$ cat src/rtl/fnd_scan_driver.sv
// Four-digit multiplexed seven-segment driver: latches a binary value, converts it
// to BCD with a sequential shift-add-3, and scans the digits with a dead time per digit.
module fnd_scan_driver #(
   parameter int SCAN_DIV  = 100000,
   parameter int BLANK_CYC = 1000
) (
   input  logic        i_clk,
   input  logic        i_rst_n,
   input  logic        i_load,
   input  logic [13:0] i_value,
   input  logic [3:0]  i_dp,
   input  logic        i_blank_lz,
   output logic [3:0]  o_fndDigit,
   output logic [7:0]  o_fndFont,
   output logic        o_busy,
   output logic        o_ovf
);

   localparam int CNT_W = (SCAN_DIV > 1) ? $clog2(SCAN_DIV) : 1;
   localparam logic [CNT_W-1:0] CNT_MAX   = CNT_W'(SCAN_DIV - 1);
   localparam logic [CNT_W-1:0] BLANK_LIM = CNT_W'(BLANK_CYC);
   localparam logic [13:0]      VAL_MAX   = 14'd9999;

   typedef enum logic {
      S_IDLE,
      S_CONV
   } state_t;

   function automatic logic [13:0] sat_9999(input logic [13:0] v);
      return (v > VAL_MAX) ? VAL_MAX : v;
   endfunction

   // One double-dabble step: add 3 to every nibble >= 5, then shift in the next bit.
   function automatic logic [15:0] bcd_step(input logic [15:0] b, input logic bit_in);
      logic [15:0] r;
      r = b;
      for (int i = 0; i < 4; i++) begin
         if (b[4*i +: 4] >= 4'd5)
            r[4*i +: 4] = b[4*i +: 4] + 4'd3;
      end
      return {r[14:0], bit_in};
   endfunction

   function automatic logic [6:0] seg7(input logic [3:0] d);
      logic [6:0] s;
      case (d)
         4'd0:    s = 7'h40;
         4'd1:    s = 7'h79;
         4'd2:    s = 7'h24;
         4'd3:    s = 7'h30;
         4'd4:    s = 7'h19;
         4'd5:    s = 7'h12;
         4'd6:    s = 7'h02;
         4'd7:    s = 7'h78;
         4'd8:    s = 7'h00;
         4'd9:    s = 7'h10;
         default: s = 7'h7F;
      endcase
      return s;
   endfunction

   state_t           state;
   state_t           state_nxt;
   logic             conv_done;
   logic             load_acc;
   logic [3:0]       bit_cnt;
   logic [13:0]      bin_sh;
   logic [15:0]      bcd_sh;
   logic [15:0]      bcd_next;
   logic [3:0]       dp_lat;

   logic [15:0]      pend_bcd;
   logic [3:0]       pend_dp;
   logic             pend_vld;
   logic [15:0]      disp_bcd;
   logic [3:0]       disp_dp;

   logic [CNT_W-1:0] cnt;
   logic [1:0]       idx;
   logic             scan_tick;
   logic             frame_end;

   logic [3:0]       lz;
   logic [3:0]       cur_digit;
   logic             drive_p0;
   logic [3:0]       digit_p0;
   logic [7:0]       font_p0;
   logic [3:0]       digit_p1;
   logic [7:0]       font_p1;

   assign load_acc = i_load && (state == S_IDLE);
   assign o_busy   = (state == S_CONV);
   assign bcd_next = bcd_step(bcd_sh, bin_sh[13]);

   // ---- conversion control ----
   always_ff @(posedge i_clk or negedge i_rst_n) begin
      if (!i_rst_n) begin
         state   <= S_IDLE;
         bit_cnt <= '0;
         o_ovf   <= 1'b0;
      end else begin
         state <= state_nxt;
         if (load_acc) begin
            bit_cnt <= '0;
            o_ovf   <= (i_value > VAL_MAX);
         end else if (state == S_CONV) begin
            bit_cnt <= bit_cnt + 4'd1;
         end
      end
   end

   always_comb begin
      state_nxt = state;
      conv_done = 1'b0;
      case (state)
         S_IDLE: if (i_load) state_nxt = S_CONV;
         S_CONV: begin
            if (bit_cnt == 4'd13) begin
               state_nxt = S_IDLE;
               conv_done = 1'b1;
            end
         end
         default: state_nxt = S_IDLE;
      endcase
   end

   always_ff @(posedge i_clk) begin
      if (load_acc) begin
         bin_sh <= sat_9999(i_value);
         bcd_sh <= '0;
         dp_lat <= i_dp;
      end else if (state == S_CONV) begin
         bin_sh <= {bin_sh[12:0], 1'b0};
         bcd_sh <= bcd_next;
      end
   end

   // ---- scan timing, pending and display registers ----
   assign scan_tick = (cnt == CNT_MAX);
   assign frame_end = scan_tick && (idx == 2'd3);

   always_ff @(posedge i_clk or negedge i_rst_n) begin
      if (!i_rst_n) begin
         cnt      <= '0;
         idx      <= '0;
         pend_bcd <= '0;
         pend_dp  <= '0;
         pend_vld <= 1'b0;
         disp_bcd <= '0;
         disp_dp  <= '0;
      end else begin
         cnt <= scan_tick ? '0 : cnt + CNT_W'(1);
         if (scan_tick)
            idx <= idx + 2'd1;
         // The frame swap sees the pending value from before this edge.
         if (frame_end && pend_vld) begin
            disp_bcd <= pend_bcd;
            disp_dp  <= pend_dp;
         end
         if (conv_done) begin
            pend_bcd <= bcd_next;
            pend_dp  <= dp_lat;
            pend_vld <= 1'b1;
         end else if (frame_end) begin
            pend_vld <= 1'b0;
         end
      end
   end

   // ---- segment decode (p0) ----
   always_comb begin
      lz    = 4'b0000;
      lz[3] = (disp_bcd[15:12] == 4'd0);
      lz[2] = lz[3] && (disp_bcd[11:8] == 4'd0);
      lz[1] = lz[2] && (disp_bcd[7:4] == 4'd0);
   end

   assign cur_digit = disp_bcd[{idx, 2'b00} +: 4];
   assign drive_p0  = (cnt >= BLANK_LIM) && !(i_blank_lz && lz[idx]);
   assign digit_p0  = drive_p0 ? ~(4'b0001 << idx) : 4'hF;
   assign font_p0   = drive_p0 ? {~disp_dp[idx], seg7(cur_digit)} : 8'hFF;

   // ---- output register (p1) ----
   always_ff @(posedge i_clk or negedge i_rst_n) begin
      if (!i_rst_n) begin
         digit_p1 <= 4'hF;
         font_p1  <= 8'hFF;
      end else begin
         digit_p1 <= digit_p0;
         font_p1  <= font_p0;
      end
   end

   assign o_fndDigit = digit_p1;
   assign o_fndFont  = font_p1;

endmodule

$ cat config.mk
export PLATFORM = sky130hd
export DESIGN_NAME = fnd_scan_driver
export DESIGN_NICKNAME = d
export VERILOG_FILES = /design/src/rtl/fnd_scan_driver.sv
export SDC_FILE = /design/constraint.sdc
export NUM_CORES = 1
export LEC_CHECK = 0
export BUFFER_PORTS_ARGS = -buffer_cell sky130_fd_sc_hd__buf_4
export CAP_MARGIN = 0
export CELL_PAD_IN_SITES_DETAIL_PLACEMENT = 1
export CELL_PAD_IN_SITES_GLOBAL_PLACEMENT = 1
export CORE_MARGIN = 2
export CORE_UTILIZATION = 48
export CTS_CLUSTER_SIZE = 30
export DETAILED_ROUTE_END_ITERATION = 10
export PLACE_DENSITY_LB_ADDON = 0.1
export SYNTH_ARGS = -nofsm -noshare
export SYNTH_HDL_FRONTEND = slang
export SYNTH_SLANG_ARGS = --single-unit
$ cat constraint.sdc
create_clock -name i_clk -period 2.6 [get_ports i_clk]
set_input_delay 0.39 -clock i_clk [delete_from_list [all_inputs] [get_ports i_clk]]
set_output_delay 0.39 -clock i_clk [all_outputs]
set_load 0.005 [all_outputs]
==> results of run 1 <==
[layout make-up]
type                    instances  area (µm²)
fillers                      1142        4880
clock inverters                 6        65.1
well taps                     140         175
multi-input cells             304        2210
repair buffers                 42         315
flip-flops and latches        112        2830
clock buffers                  10         138
inverters                      23        86.3
[critical path: stages (launching register included)]
cell and delay (ns):
dfrtp_1 0.44, ha_1 0.23, and4_1 0.33, nand4_1 0.30, nor3_4 0.24, buf_4 0.29, mux2_2 0.38
[report_power, final]
part	total (mW)	leakage [nW]	internal (mW)	switching [mW]
Sequential	2.51	1.32	2.24	0.267
Clock	1.06	0.103	0.476	0.588
Combinational	1.36	1.16	0.633	0.725
[layer usage]
metal	up-vias	track usage, %	part of all wire (%)
li1	1655	-	-
met1	1682	24.1	46
met2	36	32.1	50
met3	4	5.12	3.0
met4	0	5.22	0.83
met5	-	0	0
[cells by family after synthesis]
group | count (synthesis) | synth area share (%)
XOR/XNOR | 20 | 3.36
AND/OR/NAND/NOR | 142 | 14.4
flip-flops | 112 | 54.3
adder cells (fa/ha/maj) | 21 | 5.04
AO/OA/AOI/OAI | 69 | 7.61
multiplexers | 52 | 11.9
buffers and inverters | 42 | 3.39
[sequential cells by signal, summed over array words and instances (netlist names)]
signal,cells
cnt,17
bcd_sh,16
disp_bcd,16
pend_bcd,16
bin_sh,14
o_fndFont,8
bit_cnt,4
disp_dp,4
dp_lat,4
o_fndDigit,4
pend_dp,4
idx,2
o_busy,1
o_ovf,1
pend_vld,1
[worst paths after layout]
kind / end / slack, ns
max: disp_bcd[6]$_DFFE_PN0P_ / 0.29
min: cnt[14]$_DFF_PN0_ / 0.17
max reg2reg: disp_bcd[6]$_DFFE_PN0P_ / 0.29
min reg2reg: bcd_sh[9]$_SDFFE_PP0P_ / 0.49
max in group asynchronous: cnt[9]$_DFF_PN0_ / 1.78
min in group i_clk: dp_lat[2]$_DFFE_PP_ / 0.18
[Yosys cell counts (2+ instances only)]
cell type / instances / share of area, %
a21o_1: 4 / 0.58
a21oi_1: 22 / 2.1
and2_1: 2 / 0.24
and3_1: 2 / 0.24
buf_1: 2 / 0.14
buf_2: 3 / 0.29
buf_6: 2 / 0.43
clkbuf_1: 12 / 0.86
dfrtp_1: 66 / 32
dfstp_2: 12 / 6.1
dfxtp_1: 16 / 6.1
edfxtp_1: 18 / 10
ha_1: 21 / 5.0
inv_1: 23 / 1.7
mux2_2: 31 / 6.7
mux2i_1: 16 / 3.1
mux4_2: 5 / 2.2
nand2_1: 39 / 2.8
nand2b_1: 22 / 2.6
nand3_1: 14 / 1.3
nand3b_1: 2 / 0.29
nand4_1: 7 / 0.84
nor2_1: 24 / 1.7
nor2b_1: 2 / 0.24
nor3b_1: 10 / 1.4
nor4_1: 6 / 0.72
o211ai_1: 5 / 0.72
o21ai_0: 28 / 2.7
o31ai_1: 4 / 0.58
or3_1: 2 / 0.24
xnor2_1: 15 / 2.5
xor2_1: 5 / 0.84
==> metrics.csv, run 1 <==
stage;metric;value;unit
critical_path;worstSetupStartpointType;register;
die;dieHeight;108;µm
logic_synthesis;ys_warn_count;0;
power;powerDensity;848;nW/µm²
layout;final_area;5810;µm²
routing;drc;0;
clocking;clock_latency;0.38;ns
routing;viasPerCell;5.30;
layout;num_antenna_cells;0;
sta;fmax;432;MHz
critical_path;r2r_start;cnt[0]$_DFF_PN0_;
logic_synthesis;synth_edf_count;18;
hold_path;hp-class;in2async;
layout;syn_to_final_growth;11.6;%
global_route;first_global_vias;3584;
placement;pre_cts_slack;0.291;ns
critical_path;startpoint;cnt[0]$_DFF_PN0_;
clocking;cts_buffers;9;
routing;wl_per_cell;15.7;µm
layout;layoutNonFillerInstCount;637;
global_route;overflow;0;
flow_run;timing.max_cap.violations;0;
clocking;postCtsSetupBuffers;0;
die;pin_count;36;
critical_path;crit_required;2.87;ns
power;finalPower;4.93;mW
clocking;clk_pin_slew;0.10;ns
layout;fin_nets;535;
sta;hold_slack;0.167;ns
logic_synthesis;syn-cell-area;5210;µm²
placement;place_congestion;0.793;
routing;ant_nets;0;
routing;drt_iter0_markers;158;
clocking;postCtsHoldBufs;0;
clocking;h-tree-depth;3;
logic_synthesis;ys_seq_area_share;54.3;%
sta;worst_slack;0.287;ns
routing;first_pass_iters;4;
placement;placed_cell_area;5610;µm²
die;floorplan.die_area;11700;µm²
die;core;10700;µm²
logic_synthesis;synthFlopType;dfrtp_1;
logic_synthesis;avgSynthCellArea;11.4;µm²
sta;slew_headroom;33.9;%
layout;final_common_cell;dfrtp_1;
layout;drive_gt1_share;22.3;%
sta;period_needed;2.31;ns
die;initial_core_util;48.7;%
layout;final_util;54.4;%
placement;dpl.hpwl;7070;µm
critical_path;arrival;2.58;ns
critical_path;cp-end-kind;register;
sta;final-setup-viol-count;0;
global_route;antenna_found_initial;0;
power;p_leak;2.59;nW
placement;place_inst;621;
logic_synthesis;syn_nets;501;
sta;worst_pin_slew;0.992;ns
sta;rsz0062_at_grt;false;
clocking;cts_tree;built;
sta;drv_slew;0;
routing;num_vias;3377;
clocking;clkSinkCount;112;
global_route;track_usage;19.0;%
placement;numPortBuffers;35;
logic_synthesis;synth_cells;458;
clocking;cts_root_buffer;clkbuf_8;
die;row_count;38;
layout;layout_common_cells;dfrtp_1 (66), buf_4 (42), nand2_1 (39);
critical_path;r2r_cells;6;
clocking;cts_resized;0;
clocking;cts_max_path_buffers;2;
outcome;status;complete, no violations;
logic_synthesis;async_flop_share;69.6;%
sta;tns;0;ns
sta;finalCritPeriodShare;89.0;%
global_route;grt_max_degree;79;
critical_path;critical_path.max_fanout;20;
logic_synthesis;synth.distinct_cells;48;
critical_path;crit_type;reg2reg;
global_route;grt_pass1_wl;17300;µm
sta;hold_viol_final;0;
die;chipWidth;108;µm
power;ir_drop;452;µV
routing;postRouteWirelength;10000;µm
logic_synthesis;synth_seq_cells;112;
sta;finalClockSkew;0.00900;ns
Power figures use the tool's default switching activity.
==> inputs of run 2 (changes only) <==
--- a/config.mk
+++ b/config.mk
@@ -15,4 +15,5 @@
 export DETAILED_ROUTE_END_ITERATION = 10
 export PLACE_DENSITY_LB_ADDON = 0.1
+export REMOVE_ABC_BUFFERS = 1
 export SYNTH_ARGS = -nofsm -noshare
 export SYNTH_HDL_FRONTEND = slang
==> constraint.sdc (replaced) <==
create_clock -name i_clk -period 2.6 [get_ports i_clk]
set_input_delay 0.39 -clock i_clk [delete_from_list [all_inputs] [get_ports i_clk]]
set_output_delay 0.39 -clock i_clk [all_outputs]
set_load 0.05 [all_outputs]
==> run 2 against run 1 <==
Via count grew 1.0%; design area hardly changed; critical path depth stayed put; largest cell class unchanged; largest power group unchanged.
==> metrics.csv, run 2 (synthesized netlist as in run 1, its figures left out) <==
stage;metric;value;unit;change
sta;slew_headroom;38.8;%;was 33.9%
power;power_switching;1.63;mW;was 1.58 mW
die;initial_core_util;48.7;%;unchanged
die;chipWidth;108;µm;unchanged
critical_path;r2r-end;disp_bcd[13]$_DFFE_PN0P_;;was disp_bcd[6]$_DFFE_PN0P_
die;row_count;38;;unchanged
clocking;clkSinkCount;112;;unchanged
routing;drc;0;;unchanged
placement;place_inst;622;;was 621
die;dieHeight;108;µm;unchanged
routing;viasPerCell;5.35;;was 5.30
global_route;grt_max_degree;74;;was 79
layout;final_area;5810;µm²;about the same
routing;postRouteWirelength;10300;µm;was 10000 µm
routing;first_pass_iters;4;;unchanged
layout;layoutNonFillerInstCount;638;;was 637
placement;placed_cell_area;5620;µm²;was 5610 µm²
layout;fin_nets;536;;was 535
power;clockPowerShare;21.1;%;was 21.6%
clocking;clk_pin_slew;0.10;ns;about the same
global_route;first_global_vias;3546;;was 3584
clocking;postCtsHoldBufs;0;;unchanged
routing;wl_per_cell;16.1;µm;was 15.7 µm
power;p_leak;2.59;nW;about the same
flow_run;timing.max_cap.violations;0;;unchanged
critical_path;critical_path.max_fanout;20;;unchanged
sta;tns;0;ns;unchanged
power;p_comb_share;28.1;%;was 27.6%
clocking;h-tree-depth;3;;unchanged
power;p_int;3.33;mW;was 3.35 mW
sta;final-setup-viol-count;0;;unchanged
critical_path;arrival;2.49;ns;was 2.58 ns
sta;rsz0062_at_grt;false;;unchanged
routing;ant_nets;0;;unchanged
die;core;10700;µm²;unchanged
sta;hold_viol_final;0;;unchanged
layout;drive_gt1_share;22.3;%;about the same
placement;dpl.hpwl;7410;µm;was 7070 µm
outcome;status;complete, no violations;;unchanged
routing;num_vias;3411;;was 3377
power;p_sw_share;33.0;%;was 32.0%
power;finalPower;4.96;mW;was 4.93 mW
sta;period_needed;2.22;ns;was 2.31 ns
power;p_seq_share;50.8;%;was 50.9%
sta;fmax;450;MHz;was 432 MHz
critical_path;r2r_slack;0.38;ns;was 0.29 ns
critical_path;cp-end-kind;register;;unchanged
global_route;antenna_found_initial;0;;unchanged
routing;drt_iter0_markers;65;;was 158
power;powerDensity;854;nW/µm²;was 848 nW/µm²
clocking;cts_root_buffer;clkbuf_8;;unchanged
clocking;cts_buffers;9;;unchanged
clocking;clock_latency;0.38;ns;about the same
sta;worst_pin_slew;0.918;ns;was 0.992 ns
global_route;track_usage;19.1;%;was 19.0%
sta;finalCritPeriodShare;85.5;%;was 89.0%
clocking;cts_tree;built;;unchanged
critical_path;cp-endpoint;disp_bcd[13]$_DFFE_PN0P_;;was disp_bcd[6]$_DFFE_PN0P_
layout;num-fill-cells;1185;;was 1142
layout;largest_reg_flops;17;;unchanged
placement;numPortBuffers;35;;unchanged
clocking;cts_max_path_buffers;2;;unchanged
layout;syn_to_final_growth;11.5;%;was 11.6%
critical_path;crit_type;reg2reg;;unchanged
die;floorplan.die_area;11700;µm²;unchanged
clocking;postCtsSetupBuffers;0;;unchanged
layout;num_antenna_cells;0;;unchanged
critical_path;worstSetupStartpointType;register;;unchanged
sta;finalClockSkew;0.0181;ns;was 0.00900 ns
layout;final_util;54.3;%;was 54.4%
hold_path;hp-class;in2async;;unchanged
die;pin_count;36;;unchanged
power;ir_drop;534;µV;was 452 µV
critical_path;r2r_start;cnt[0]$_DFF_PN0_;;unchanged
critical_path;r2r_cells;6;;unchanged
sta;drv_slew;0;;unchanged
placement;place_congestion;0.759;;was 0.793
global_route;overflow;0;;unchanged
critical_path;crit_required;2.86;ns;was 2.87 ns
clocking;cts_resized;0;;unchanged
layout;regMostFlops;cnt;;unchanged
layout;layout_common_cells;dfrtp_1 (66), buf_4 (43), nand2_1 (39);;was dfrtp_1 (66), buf_4 (42), nand2_1 (39)
global_route;grt_pass1_wl;17400;µm;was 17300 µm
critical_path;startpoint;cnt[0]$_DFF_PN0_;;unchanged
layout;final_common_cell;dfrtp_1;;unchanged
[run 2: cell types whose count changed in the layout (fill, tap and decap cells not counted)]
cell / before / now
buf_4: 42 / 43
clkbuf_1: 0 / 1
clkbuf_8: 10 / 9
[run 2: power by group through the flow]
stage          clock network [mW]  registers [mW]  logic, mW
3_3_place_gp                    0            2.54       1.32
6_report                     1.05            2.52       1.40
5_1_grt                      1.13            2.58       1.61
2_1_floorplan                   0            2.53      0.990
4_1_cts                      1.07            2.53       1.43
3_5_place_dp                    0            2.56       1.42
[run 2: critical path, stage by stage, from the launching register on]
cell,delay (ns)
dfrtp_1,0.42
ha_1,0.22
and4_1,0.32
nand4_1,0.27
nor3_4,0.22
buf_4,0.29
mux2_2,0.37
[run 2: area by class of cell]
class,count,area (µm²),share of cell area (%)
clock inverters,6,65.1,1.12
inverters,23,86.3,1.49
clock buffers,10,128,2.20
repair buffers,43,323,5.55
flip-flops and latches,112,2830,48.7
well taps,140,175,3.01
multi-input cells,304,2210,38.0
[run 2: worst min path at each step]
stage	endpoint	slack (ns)	cells past startpoint
2_1_floorplan	bit_cnt[0]$_DFFE_PN0P_	0.09	0
3_3_place_gp	bcd_sh[13]$_SDFFE_PP0P_	0.46	2
3_5_place_dp	bcd_sh[13]$_SDFFE_PP0P_	0.47	2
4_1_cts	dp_lat[2]$_DFFE_PP_	0.17	1
5_1_grt	dp_lat[2]$_DFFE_PP_	0.17	1
6_report	cnt[14]$_DFF_PN0_	0.15	1
[run 2: metrics by stage]
stage | hold WS (ns) | worst slack [ns]
2_1_floorplan | 0.0944 | -0.332
5_1_grt | 0.167 | 0.162
4_1_cts | 0.168 | 0.354
3_3_place_gp | 0.458 | 0.437
6_report | 0.152 | 0.376
3_5_place_dp | 0.469 | 0.364
[run 2: routing by layer]
| layer | routed length [µm] | vias up | track usage, % |
|---|---|---|---|
| li1 | - | 1659 | - |
| met1 | 4810 | 1708 | 25.1 |
| met5 | 0 | - | 0 |
| met4 | 179 | 0 | 7.42 |
| met2 | 5070 | 32 | 32.0 |
| met3 | 198 | 12 | 2.59 |
==> inputs of run 3 (changes only) <==
Settings changed: CORE_ASPECT_RATIO set to 1.5, CORE_MARGIN 2 to not set, CORE_UTILIZATION 48 to 52.
Clock period 2.6 ns to 2.8 ns, I/O delays scaled along.
==> run 3 against run 2 <==
Combinational power shrank 6%; fmax shrank 4.8%; design area grew 0.32%; sequential share of layout area shrank 0.16 points; critical path depth is the same; register-to-register slack gained 0.09 ns; critical path type unchanged; critical endpoint is now disp_bcd[15]$_DFFE_PN0P_.
==> metrics.csv, run 3 (synthesized netlist as in run 1, its figures left out) <==
stage;metric;value;unit;change
sta;worst_pin_slew;0.979;ns;was 0.918 ns
critical_path;crit_type;reg2reg;;unchanged
global_route;grt_max_degree;79;;was 74
sta;drv_slew;0;;unchanged
sta;final-setup-viol-count;0;;unchanged
clocking;clkSinkCount;112;;unchanged
critical_path;crit_chain;ha_1 > and4_1 > nand4_1 > nor3_4 > buf_4 > mux2_2;;unchanged
die;core;9690;µm²;was 10700 µm²
hold_path;hp-class;in2async;;unchanged
sta;slew_headroom;34.7;%;was 38.8%
die;initial_core_util;53.8;%;was 48.7%
critical_path;path_delay_family;simple AND/OR/NAND/NOR gates;;unchanged
layout;layoutNonFillerInstCount;610;;was 638
critical_path;r2r_cells;6;;unchanged
placement;place_inst;594;;was 622
sta;finalCritPeriodShare;83.4;%;was 85.5%
global_route;track_usage;22.1;%;was 19.1%
flow_run;timing.max_cap.violations;0;;unchanged
clocking;clock_latency;0.35;ns;was 0.38 ns
power;p_sw_share;32.3;%;was 33.0%
clocking;cts_max_path_buffers;2;;unchanged
routing;viasPerCell;5.62;;was 5.35
routing;ant_nets;0;;unchanged
die;row_count;44;;was 38
critical_path;critPathBufInv;1;;unchanged
critical_path;cp-end-kind;register;;unchanged
critical_path;crit_path_top_delay_cell;dfrtp_1;;unchanged
power;p_leak;2.60;nW;was 2.59 nW
routing;drc;0;;unchanged
global_route;first_global_vias;3705;;was 3546
sta;rsz0062_at_grt;false;;unchanged
routing;postRouteWirelength;10600;µm;was 10300 µm
clocking;h-tree-depth;3;;unchanged
layout;multiInputGateArea;2210;µm²;unchanged
clocking;cts_buffers;9;;unchanged
global_route;antenna_found_initial;0;;unchanged
sta;finalClockSkew;0.00778;ns;was 0.0181 ns
routing;wl_per_cell;17.4;µm;was 16.1 µm
clocking;cts_tree;built;;unchanged
critical_path;worstSetupStartpointType;register;;unchanged
layout;largest_reg_flops;17;;unchanged
layout;layout_common_cells;dfrtp_1 (66), buf_4 (40), nand2_1 (39);;was dfrtp_1 (66), buf_4 (43), nand2_1 (39)
clocking;cts_resized;0;;unchanged
critical_path;r2r_start;cnt[0]$_DFF_PN0_;;unchanged
placement;numPortBuffers;35;;unchanged
die;dieHeight;125;µm;was 108 µm
critical_path;cpPeakStageDelay;0.42;ns;about the same
routing;num_vias;3427;;was 3411
die;floorplan.die_area;10400;µm²;was 11700 µm²
outcome;status;complete, no violations;;unchanged
sta;tns;0;ns;unchanged
critical_path;cp_num_cells;6;;unchanged
power;p_seq_share;48.6;%;was 50.8%
clocking;clk_pin_slew;0.07;ns;was 0.10 ns
power;p_comb_share;27.2;%;was 28.1%
routing;drt_iter0_markers;138;;was 65
placement;dpl.hpwl;7430;µm;was 7410 µm
layout;final_common_cell;dfrtp_1;;unchanged
power;powerDensity;828;nW/µm²;was 854 nW/µm²
power;clockPowerShare;24.2;%;was 21.1%
placement;place_congestion;0.773;;was 0.759
die;pin_count;36;;unchanged
critical_path;startpoint;cnt[0]$_DFF_PN0_;;unchanged
clocking;cts_root_buffer;clkbuf_16;;was clkbuf_8
sta;hold_viol_final;0;;unchanged
power;p_int;3.27;mW;was 3.33 mW
critical_path;arrival;2.57;ns;was 2.49 ns
layout;final_area;5830;µm²;was 5810 µm²
layout;num_antenna_cells;0;;unchanged
routing;first_pass_iters;4;;unchanged
power;power_switching;1.56;mW;was 1.63 mW
layout;fin_nets;533;;was 536
power;ir_drop;562;µV;was 534 µV
layout;syn_to_final_growth;11.9;%;was 11.5%
die;chipWidth;83.7;µm;was 108 µm
critical_path;critical_path.max_fanout;20;;unchanged
global_route;grt_pass1_wl;18200;µm;was 17400 µm
layout;drive_gt1_share;21.4;%;was 22.3%
layout;seq_area;2830;µm²;unchanged
layout;regMostFlops;cnt;;unchanged
critical_path;crit_required;3.03;ns;was 2.86 ns
sta;period_needed;2.34;ns;was 2.22 ns
clocking;postCtsSetupBuffers;0;;unchanged
global_route;overflow;0;;unchanged
placement;placed_cell_area;5570;µm²;was 5620 µm²
clocking;postCtsHoldBufs;0;;unchanged
sta;fmax;428;MHz;was 450 MHz
layout;num-fill-cells;1019;;was 1185
[run 3: layout make-up]
cell class / count / area share [%]
clock inverter: 6 / 0.622
multi-input combinational: 304 / 37.9
sequential: 112 / 48.5
clock buffer: 10 / 3.93
timing repair buffer: 40 / 5.15
inverter: 23 / 1.48
tap: 115 / 2.47
[run 3: metrics by stage]
step | hold WS, ns | util, % | setup WS (ns) | total power, mW
floorplan | 0.124 | - | -0.132 | 3.27
global placement | 0.460 | 57.4 | 0.653 | 3.57
detailed placement | 0.478 | 57.4 | 0.481 | 3.70
CTS | 0.233 | 60.2 | 0.468 | 4.89
global route | 0.232 | 60.2 | 0.338 | 5.13
finish | 0.226 | 60.2 | 0.464 | 4.83
[run 3: worst reg2reg max path: cells and delay by family (launching register included)]
kind | cells | cell delay [ns]
muxes | 1 | 0.39
buffers and inverters | 1 | 0.30
and+or+nand+nor | 3 | 0.88
DFF | 1 | 0.42
adders and majority gates | 1 | 0.24
[run 3: path summary, 6_finish.rpt]
| kind | slack, ns | end |
|---|---|---|
| min in group i_clk | 0.24 | dp_lat[1]$_DFFE_PP_ |
| worst max-delay path | 0.46 | disp_bcd[15]$_DFFE_PN0P_ |
| max in group asynchronous | 1.94 | pend_bcd[1]$_DFFE_PN0P_ |
| worst min register to register | 0.48 | bcd_sh[13]$_SDFFE_PP0P_ |
| worst max register to register | 0.46 | disp_bcd[15]$_DFFE_PN0P_ |
| worst min-delay path | 0.23 | cnt[2]$_DFF_PN0_ |
[run 3: power by group through the flow]
stage / Sequential, mW / Clock, mW / Combinational, mW
final: 2.35 / 1.17 / 1.31
after detailed placement: 2.38 / 0 / 1.32
after CTS: 2.35 / 1.20 / 1.34
after global placement: 2.35 / 0 / 1.22
after global routing: 2.40 / 1.24 / 1.49
after floorplan: 2.35 / 0 / 0.919
[run 3: metal layers]
layer  share of wire, %  track usage, %  wire length (µm)
met5                  0               0                 0
met2                 55            40.4              5830
met3                1.9            3.45               197
met1                 41            25.6              4370
met4                2.2            8.77               230
